<file path="src/rtl/reverb_engine.sv">
// Feedback comb reverb sequencer: y[n] = x[n] + ((ALPHA_NUM * y[n-K]) >>> 3), run in place on sample memory.
// Optional macro REVERB_SATURATE_EN clamps each output to [-64, 63]; without it the sum wraps to 7 bits.
module reverb_engine #(
  parameter int unsigned N_SAMPLES = 133405,
  parameter int unsigned OUT_BASE  = 133405,
  parameter int unsigned DELAY_K   = 2205,
  parameter int unsigned ALPHA_NUM = 5
) (
  input  logic        clk,
  input  logic        rst_n,
  input  logic        start,
  output logic        busy,
  output logic        done,
  output logic [31:0] mem_addr,
  output logic        mem_we,
  output logic [6:0]  mem_wdata,
  input  logic [31:0] mem_rdata,
  output logic [31:0] sample_idx,
  output logic [2:0]  o_dbg_state
);

  typedef enum logic [2:0] {
    S_IDLE = 3'd0,
    S_RD_X = 3'd1,
    S_RD_Y = 3'd2,
    S_CALC = 3'd3,
    S_WR   = 3'd4,
    S_DONE = 3'd5
  } state_t;

  localparam logic [31:0]        LP_K     = 32'(DELAY_K);
  localparam logic [31:0]        LP_OUT   = 32'(OUT_BASE);
  localparam logic [31:0]        LP_LAST  = 32'(N_SAMPLES - 1);
  localparam logic signed [10:0] LP_ALPHA = 11'(ALPHA_NUM);

  state_t      r_state;
  logic [31:0] r_n;
  logic [31:0] r_addr;
  logic        r_we;
  logic [6:0]  r_wdata;
  logic        r_busy;
  logic        r_done;
  logic [6:0]  r_x;
  logic [6:0]  r_yd;
  logic        r_no_echo;

  logic signed [10:0] w_x_ext;
  logic signed [10:0] w_yd_ext;
  logic signed [10:0] w_prod;
  logic signed [10:0] w_sum;
  logic [6:0]         w_result;
  logic               w_unused;

  assign w_unused = &{1'b0, mem_rdata[31:7]};

  assign w_x_ext  = {{4{r_x[6]}}, r_x};
  assign w_yd_ext = {{4{r_yd[6]}}, r_yd};
  assign w_prod   = LP_ALPHA * w_yd_ext;
  assign w_sum    = w_x_ext + (w_prod >>> 3);

`ifdef REVERB_SATURATE_EN
  always_comb begin
    w_result = w_sum[6:0];
    if (w_sum > 11'sd63)
      w_result = 7'h3F;
    else if (w_sum < -11'sd64)
      w_result = 7'h40;
  end
`else
  assign w_result = w_sum[6:0];
`endif

  // Read data lands one edge after its address cycle, so each capture happens on the
  // edge that leaves the corresponding read state.
  always_ff @(posedge clk or negedge rst_n) begin
    if (!rst_n) begin
      r_state   <= S_IDLE;
      r_n       <= '0;
      r_addr    <= '0;
      r_we      <= 1'b0;
      r_wdata   <= '0;
      r_busy    <= 1'b0;
      r_done    <= 1'b0;
      r_x       <= '0;
      r_yd      <= '0;
      r_no_echo <= 1'b0;
    end else begin
      case (r_state)
        S_IDLE: begin
          if (start) begin
            r_n     <= '0;
            r_addr  <= '0;
            r_busy  <= 1'b1;
            r_state <= S_RD_X;
          end
        end
        S_RD_X: begin
          r_x       <= mem_rdata[6:0];
          r_no_echo <= (r_n < LP_K);
          r_addr    <= LP_OUT + r_n - LP_K;
          r_state   <= S_RD_Y;
        end
        S_RD_Y: begin
          r_yd    <= r_no_echo ? 7'd0 : mem_rdata[6:0];
          r_state <= S_CALC;
        end
        S_CALC: begin
          r_wdata <= w_result;
          r_addr  <= LP_OUT + r_n;
          r_we    <= 1'b1;
          r_state <= S_WR;
        end
        S_WR: begin
          r_we <= 1'b0;
          if (r_n == LP_LAST) begin
            r_busy  <= 1'b0;
            r_done  <= 1'b1;
            r_state <= S_DONE;
          end else begin
            r_n     <= r_n + 32'd1;
            r_addr  <= r_n + 32'd1;
            r_state <= S_RD_X;
          end
        end
        S_DONE: begin
          if (start) begin
            r_done  <= 1'b0;
            r_busy  <= 1'b1;
            r_n     <= '0;
            r_addr  <= '0;
            r_state <= S_RD_X;
          end
        end
        default: r_state <= S_IDLE;
      endcase
    end
  end

  assign busy        = r_busy;
  assign done        = r_done;
  assign mem_addr    = r_addr;
  assign mem_we      = r_we;
  assign mem_wdata   = r_wdata;
  assign sample_idx  = r_n;
  assign o_dbg_state = r_state;

endmodule

</file>
<file path="config.mk">
export PLATFORM = sky130hd
export DESIGN_NAME = reverb_engine
export DESIGN_NICKNAME = d
export VERILOG_FILES = /design/src/rtl/reverb_engine.sv
export SDC_FILE = /design/constraint.sdc
export NUM_CORES = 1
export LEC_CHECK = 0
export ABC_AREA = 1
export BUFFER_PORTS_ARGS = -buffer_cell sky130_fd_sc_hd__buf_2
export CORE_ASPECT_RATIO = 1.2
export CORE_MARGIN = 2
export CORE_UTILIZATION = 45
export CTS_CLUSTER_DIAMETER = 150
export DETAILED_ROUTE_END_ITERATION = 10
export HOLD_SLACK_MARGIN = 0.06
export PLACE_DENSITY = 0.74
export REMOVE_ABC_BUFFERS = 1
export SETUP_SLACK_MARGIN = 0.1
export SYNTH_ARGS = -nofsm -noshare
export SYNTH_HDL_FRONTEND = slang
export SYNTH_SLANG_ARGS = --single-unit
</file>
<file path="constraint.sdc">
create_clock -name clk -period 4.5 [get_ports clk]
set_clock_uncertainty 0.05 [all_clocks]
set_input_delay 0.45 -clock clk [delete_from_list [all_inputs] [get_ports clk]]
set_output_delay 0.45 -clock clk [all_outputs]
set_load 0.01 [all_outputs]
</file>
# Word level (Yosys, flattened, before mapping)
# Index checks and enable logic that the tools add are counted.
# totals
regBits,92
in_bits,35
elab_cells,51
output_inout_bits,77
# op_classes
eq_ne,10
addsub,4
n_mul,1
n_reduce_logical,10
mux,15
order_cmp,1
# op_table
cell,n
$pmux 32 s4,1
$mux 32,2
$pmux 32 s2,1
$add 18x32->32 const A,1
$add 32x1->32 const B,1
$eq 32x18->1 const B,1
$lt 32x12->1 const B,1
$sub 32x12->32 const B,1
$pmux 3 s5,1
$reduce_and 3->1,4
$mul 4x7->10 const A,1
$add 7x7->7,1
$mux 7,1
$eq 3x2->1 const B,2
$eq 3x3->1 const B,2
$mux 3,2
$ne 2x2->1 const B,3
$pmux 1 s2,3
$reduce_bool 2->1,3
$mux 1,4
$reduce_bool 4->1,1
$eq 3x1->1 const B,1
$logic_not 3->1,1
$ne 2x1->1 const B,1
$reduce_or 2->1,1

# Logic depth before layout (Yosys ltp)
# Gate-level depths: netlist (run 1).
# depth
word_depth,4
depth_mapped,18
ltp_nobuf,18

# Least setup slack after synthesis (run 1)
# Ideal clock, no wire load.
# synth_path
path_type,reg2reg
from,register r_yd[3]
to,"register r_wdata[6], in the netlist mem_wdata[6]"
setup_time_ps,136
path_slack_ps,1755
path_stages_with_launch,14
arrival_ps,2559
period_less_slack_ps,2745
required_time_ps,4314
cell_sequence,dfrtp_1 ha_1 ha_1 inv_1 fa_1 inv_1 fa_1 a21oi_1 nor2_1 o21ai_0 nand2_1 a21oi_1 xor2_1 o21ai_0
# synth_via
elab_chain_len,2
# synth_lines
element,line_no,rtl
"start, declared",44,logic [6:0] r_yd;
"start signal, assigned",104,r_yd <= r_no_echo ? 7'd0 : mem_rdata[6:0];
$mul 4x7->10,58,assign w_prod = LP_ALPHA * w_yd_ext;
$add 7x7->7,59,assign w_sum = w_x_ext + (w_prod >>> 3);
"end signal, assigned",108,r_wdata <= w_result;
"end, declared",40,logic [6:0] r_wdata;
# No other way between the ends.
# A chain may end at the register's enable or synchronous reset.

# Worst setup path after layout (run 1)
# layout_path
from,"register r_n[22], in the netlist sample_idx[22]"
to,"register r_n[17], in the netlist sample_idx[17]"
# layout_via
elab_chain_len,3
# layout_lines
element,line_no,rtl
"start, declared",37,logic [31:0] r_n;
"start signal, assigned",120,r_n <= r_n + 32'd1;
$eq 32x18->1,115,if (r_n == LP_LAST) begin
$ne 2x2->1 (no source line),n/a,
$reduce_and 3->1 (no source line),n/a,
# No other way between the ends.

==> impl_metrics.tcl, run 1 <==
set metrics [dict create \
    status "complete, no violations" \
    hold_class "in2reg" \
    cts_root_buffer "clkbuf_16" \
    start_kind "register" \
    clkTransAtPathRegs_ns 0.08 \
    antenna_found_initial 0 \
    crit_type "reg2reg" \
    start_util_pct 45.8 \
    rsz0062_at_grt "no" \
    ys_warn_count 0 \
    num-fill-cells 1733 \
    synthTopCellsByCount "nand2_1, inv_1, nor2_1" \
    area_growth_pct 10.9 \
    port_buffers 86 \
    leakage_nw 4.59 \
    grt_max_degree 53 \
    post_cts_buffers 0 \
    synth_top_area_share_pct 30.0 \
    dp.final_hpwl_um 17700 \
    power_density_nw_per_um2 486 \
    cts_tree "yes" \
    tightest_slew_ns 0.690 \
    gp_congestion 0.962 \
    dr.pass1.iters 6 \
    die_h_um 147 \
    synth_top_flop_cell "dfrtp_1" \
    cap_violations 0 \
    multi_input_area_sq_um 4640 \
    min_period_over_period_pct 68.9 \
    ctsResizeCount 0 \
    clk_path_buf_depth 2 \
    synth_edf_count 0 \
    core_area_sq_um 16800 \
    synth_most_common_cell "nand2_1" \
    grt_pass1_wl_um 36800 \
    cp_top_family "simple AND/OR/NAND/NOR gates" \
    clock_sinks 92 \
    drtIter0Drc 436 \
    path_max_fanout 18 \
    rows 52 \
    viasPerCell 5.33 \
    vdd_drop_max_mv 0.373 \
    post_synth.cell_area_avg_sq_um 6.83 \
    wire_per_inst_um 16.3 \
    dr_total_vias 7554 \
    synthCells 1125 \
    crit_required_ns 4.73 \
    synth.top_cells.by_area "dfrtp_1, nand2_1, nand3_1" \
    io_pins 112 \
    grt-ovfl-total 0 \
    max_freq_mhz 322 \
    hold_violations 0 \
    yosysTopAreaCell "dfrtp_1" \
    first_global_vias 7220 \
    cts_made_buffers 9 \
    dieArea_sq_um 18100 \
    relSlewSlack_pct 54.0 \
    grt_usage_pct 26.2 \
    tns_ns 0 \
    detail-route-antenna-nets 0 \
    arrival_ns 3.33 \
    ys_seq_area_share_pct 30.0 \
    clock_latency_ns 0.36 \
    yosysUniqueCellTypes 57 \
    drive_above_1_share_pct 20.3 \
    wirelength_um 23100 \
    drv_slew 0 \
    die_w_um 123 \
    n_antenna_cell 0 \
    cp_cell_sequence "inv_1 -> nand4_1 -> nor4_1 -> nand3_1 -> nand2_2 -> inv_1 -> nand2_1 -> buf_4 -> nand2_1 -> o21ai_0" \
    synthArstFlopShare_pct 100 \
    final-seq-area_sq_um 2300 \
    cpPeakStageDelay_ns 0.58 \
    nNetsFinal 1251 \
    syn_area_sq_um 7680 \
    fin_hold_ws_ns 0.249 \
    ys_ff_latch 92 \
    crit_slowest_cell "nor4_1" \
    end_kind "register" \
    setup_viol 0 \
    period_needed_ns 3.10 \
    critPathBufInv 3 \
    htreeDepth 3 \
    drc_errors 0 \
]
-- cell usage in the layout (no fill, tap or decap), types with 3 or more instances in the layout --
master     count
nand2_1      344
inv_1        100
nor2_1        93
dfrtp_1       92
buf_2         85
nand3_1       84
o21ai_0       64
nand2_2       40
a21oi_1       31
xor2_1        25
inv_2         24
ha_1          19
nor2_2        16
nand4_1       16
nand2_4       13
nor2_4        12
o21ai_1       12
o211ai_1       9
a2bb2oi_1      9
clkbuf_16      9
nand3_2        8
or2_2          7
buf_4          7
xnor2_1        6
nor3_1         6
a21boi_1       6
nand3b_1       5
clkinv_1       4
or2_0          4
inv_8          4
inv_4          3
o31ai_1        3
a31oi_1        3
and2_1         3
-- layer usage --
layer / global-route usage [%] / share of wire, % / vias to the layer above
met3: 3.49 / 4.5 / 65
met1: 31.6 / 42 / 3484
met5: 0 / 0 / -
met4: 15.5 / 5.4 / 0
met2: 43.8 / 48 / 248
li1: - / - / 3757
-- final cells by class --
cell class | count | area share, %
clock buffer | 9 | 2.64
clock inverter | 7 | 1.01
inverter | 132 | 5.96
multi-input combinational | 867 | 54.4
sequential | 92 | 27.0
tap | 216 | 3.17
timing repair buffer | 93 | 5.73
-- where the power goes --
| part | internal [mW] | switching, mW | leakage (nW) |
|---|---|---|---|
| combinational | 0.793 | 1.31 | 3.23 |
| clock | 0.401 | 0.397 | 0.153 |
| sequential | 1.08 | 0.152 | 1.21 |
-- path summary, 6_finish.rpt --
kind / from / endpoint / slack (ns) / depth (start not counted)
worst max register to register: sample_idx[22]$_DFFE_PN0P_ / sample_idx[17]$_DFFE_PN0P_ / 1.40 / 10
worst min-delay path: mem_rdata[4] / r_x[4]$_DFFE_PN0P_ / 0.25 / 3
worst max-delay path: sample_idx[22]$_DFFE_PN0P_ / sample_idx[17]$_DFFE_PN0P_ / 1.40 / 10
max in group asynchronous: rst_n / done$_DFFE_PN0P_ / 2.76 / 3
worst min register to register: mem_addr[3]$_DFFE_PN0P_ / mem_addr[3]$_DFFE_PN0P_ / 0.43 / 2
min in group asynchronous: rst_n / mem_addr[26]$_DFFE_PN0P_ / 0.56 / 2
-- cells by family after synthesis --
| family | Yosys count | synth area share (%) |
|---|---|---|
| adder cells (fa/ha/maj) | 21 | 3.62 |
| buffers and inverters | 166 | 9.64 |
| AO/OA/AOI/OAI | 154 | 12.1 |
| AND/OR/NAND/NOR | 660 | 40.9 |
| flip-flops | 92 | 30.0 |
| XOR/XNOR | 32 | 3.75 |
-- timing repair --
action / in CTS / in global routing
endpoints found under the setup margin: 0 / 0
hold buffers: 1 / 0
hold endpoints to repair: 40 / 0
-- registers in the layout (all words and copies together) (netlist names), 3 cells and up --
| name | flops |
|---|---|
| mem_wdata | 7 |
| r_x | 7 |
| sample_idx | 32 |
| r_yd | 7 |
| o_dbg_state | 3 |
| mem_addr | 32 |
-- worst reg2reg max path: stages, from the launching register on --
cell and delay [ns]:
dfrtp_1 0.53, inv_1 0.17, nand4_1 0.12, nor4_1 0.58, nand3_1 0.27, nand2_2 0.21
inv_1 0.06, nand2_1 0.48, buf_4 0.38, nand2_1 0.08, o21ai_0 0.08
-- through the flow --
stage | cells | area [sq um] | utilization, % | setup slack [ns] | power, mW
after CTS | 1416 | 8520 | 50.7 | 1.43 | 4.18
final | 1416 | 8520 | 50.7 | 1.40 | 4.14
after global routing | 1416 | 8520 | 50.7 | 1.03 | 4.51
after floorplan | 1091 | 7450 | - | 1.40 | 2.67
after global placement | 1399 | 8200 | 48.8 | 1.47 | 3.30
after detailed placement | 1399 | 8200 | 48.8 | 1.46 | 3.36
(Power assumes the default switching activity.)
==> inputs of run 2 (changes only) <==
PLACE_DENSITY = 0.77   (was 0.74)
clock period = 2.8 ns   (was 4.5 ns; I/O delays follow)
==> impl_metrics.tcl, run 2 (synthesis gave the netlist of run 1 again) <==
set metrics [dict create \
    viasPerCell 5.43 \
    placed_cell_area_sq_um 8540 \
    n_antenna_cell 0 \
    dieArea_sq_um 18100 \
    final-seq-area_sq_um 2310 \
    port_buffers 86 \
    gp_congestion 1.01 \
    dr.pass1.iters 6 \
    antenna_found_initial 0 \
    end_kind "register" \
    place_inst 1443 \
    violations "negative setup slack" \
    cts_tree "yes" \
    clock_latency_ns 0.36 \
    num-fill-cells 1623 \
    area_growth_pct 18.6 \
    setup_ws_ns -0.0373 \
    cts_root_buffer "clkbuf_16" \
    grt_pass1_wl_um 39000 \
    wire_per_inst_um 17.0 \
    layout_commonest_cell "nand2_1" \
    status "finished, violations left" \
    crit_slowest_cell "dfrtp_1" \
    cp_cell_sequence "buf_4 -> ha_1 -> ha_1 -> nand2_1 -> o21ai_1 -> xor2_1 -> inv_1 -> ha_1 -> buf_4 -> o21ai_1 -> nand2_1 -> xnor2_1 -> o21ai_0" \
    cp_top_family "adder cells" \
    leakage_nw 4.88 \
    die_w_um 123 \
    clkTransAtPathRegs_ns 0.07 \
    rsz0062_at_grt "yes" \
    rows 52 \
    core_area_sq_um 16800 \
    drtIter0Drc 583 \
    start_util_pct 45.8 \
    min_period_over_period_pct 101 \
    grt-ovfl-total 0 \
    post-route-cell-area_sq_um 9110 \
    htreeDepth 3 \
    dr_total_vias 8005 \
    cpPeakStageDelay_ns 0.39 \
    die_h_um 147 \
    critPathBufInv 3 \
    cts_made_buffers 9 \
    clock_sinks 92 \
    crit_type "reg2reg" \
    start_kind "register" \
    cap_violations 0 \
    first_global_vias 7638 \
    drv_slew 0 \
    grt_max_degree 67 \
    setup_viol 2 \
    path_max_fanout 4 \
    dp.final_hpwl_um 18300 \
    power_density_nw_per_um2 834 \
    relSlewSlack_pct 39.0 \
    period_needed_ns 2.84 \
    path_common_cell "ha_1" \
    multi_input_area_sq_um 4780 \
    layout_common_cells "nand2_1, inv_1, nor2_1" \
    nNetsFinal 1308 \
    drive_above_1_share_pct 26.6 \
    wirelength_um 25000 \
    detail-route-antenna-nets 0 \
    grt_usage_pct 28.0 \
    crit_required_ns 2.98 \
    hold_class "in2reg" \
    final_cells 1473 \
    clk_path_buf_depth 2 \
    vdd_drop_max_mv 0.675 \
    hold_violations 0 \
    drc_errors 0 \
    tightest_slew_ns 0.916 \
    io_pins 112 \
    max_freq_mhz 352 \
    arrival_ns 3.02 \
]
run 2: repair_timing:
| action | CTS | global route |
|---|---|---|
| hold buffers | 1 | 0 |
| setup endpoints to repair | 5 | 25 |
| pin swaps | 9 | 10 |
| hold endpoints to repair | 64 | 0 |
| gates cloned | 1 | 0 |
| resized for setup | 18 | 25 |
| buffers inserted | 6 | 9 |
run 2: worst register-to-register path: cells and delay by family, from the launching register on:
family / cells / cell delay (ns)
adders and majority gates: 3 / 0.97
DFF: 1 / 0.39
buffers and inverters: 3 / 0.38
AOI/OAI and AO/OA: 3 / 0.38
xor gates and xnor gates: 2 / 0.34
and+or+nand+nor: 2 / 0.20
run 2: stage by stage:
step,worst slack (ns),total power [mW],hold WS [ns],TNS [ns],util [%]
2_1_floorplan,-0.298,4.30,-0.0656,-5.70,-
3_3_place_gp,-0.0501,5.63,0.402,-0.0501,50.9
3_5_place_dp,-0.139,5.73,0.412,-0.183,50.9
4_1_cts,-0.000141,7.41,0.0645,-0.000141,53.4
5_1_grt,-0.189,8.18,0.0822,-0.360,54.3
6_report,-0.0373,7.60,0.0753,-0.0649,54.3
run 2: final timing paths:
kind	start	end	slack (ns)	cells after the start
min reg2reg	mem_addr[3]$_DFFE_PN0P_	mem_addr[3]$_DFFE_PN0P_	0.43	2
min in group asynchronous	rst_n	mem_addr[22]$_DFFE_PN0P_	0.52	2
max reg2reg	r_yd[4]$_DFFE_PN0N_	mem_wdata[5]$_DFFE_PN0P_	-0.04	13
max in group asynchronous	rst_n	r_no_echo$_DFFE_PN0P_	1.39	3
max	r_yd[4]$_DFFE_PN0N_	mem_wdata[5]$_DFFE_PN0P_	-0.04	13
min	mem_rdata[4]	r_x[4]$_DFFE_PN0P_	0.08	3
run 2: cell type report:
type / instances / share of cell area [%]
inverter: 132 / 5.62
clock buffer: 10 / 2.62
multi-input combinational: 868 / 52.5
clock inverter: 6 / 0.838
tap: 216 / 2.97
sequential: 92 / 25.4
timing repair buffer: 149 / 10.1
run 2: layer usage:
| metal | GRT usage, % | share of wire, % |
|---|---|---|
| met1 | 34.3 | 40 |
| met2 | 45.4 | 48 |
| met3 | 4.62 | 6.4 |
| met4 | 16.9 | 5.7 |
| met5 | 0 | 0 |
run 2: report_power, final:
| group | internal [mW] | leakage [nW] | switching [mW] |
|---|---|---|---|
| Clock | 0.735 | 0.156 | 0.601 |
| Combinational | 1.78 | 3.54 | 2.50 |
| Sequential | 1.74 | 1.19 | 0.242 |
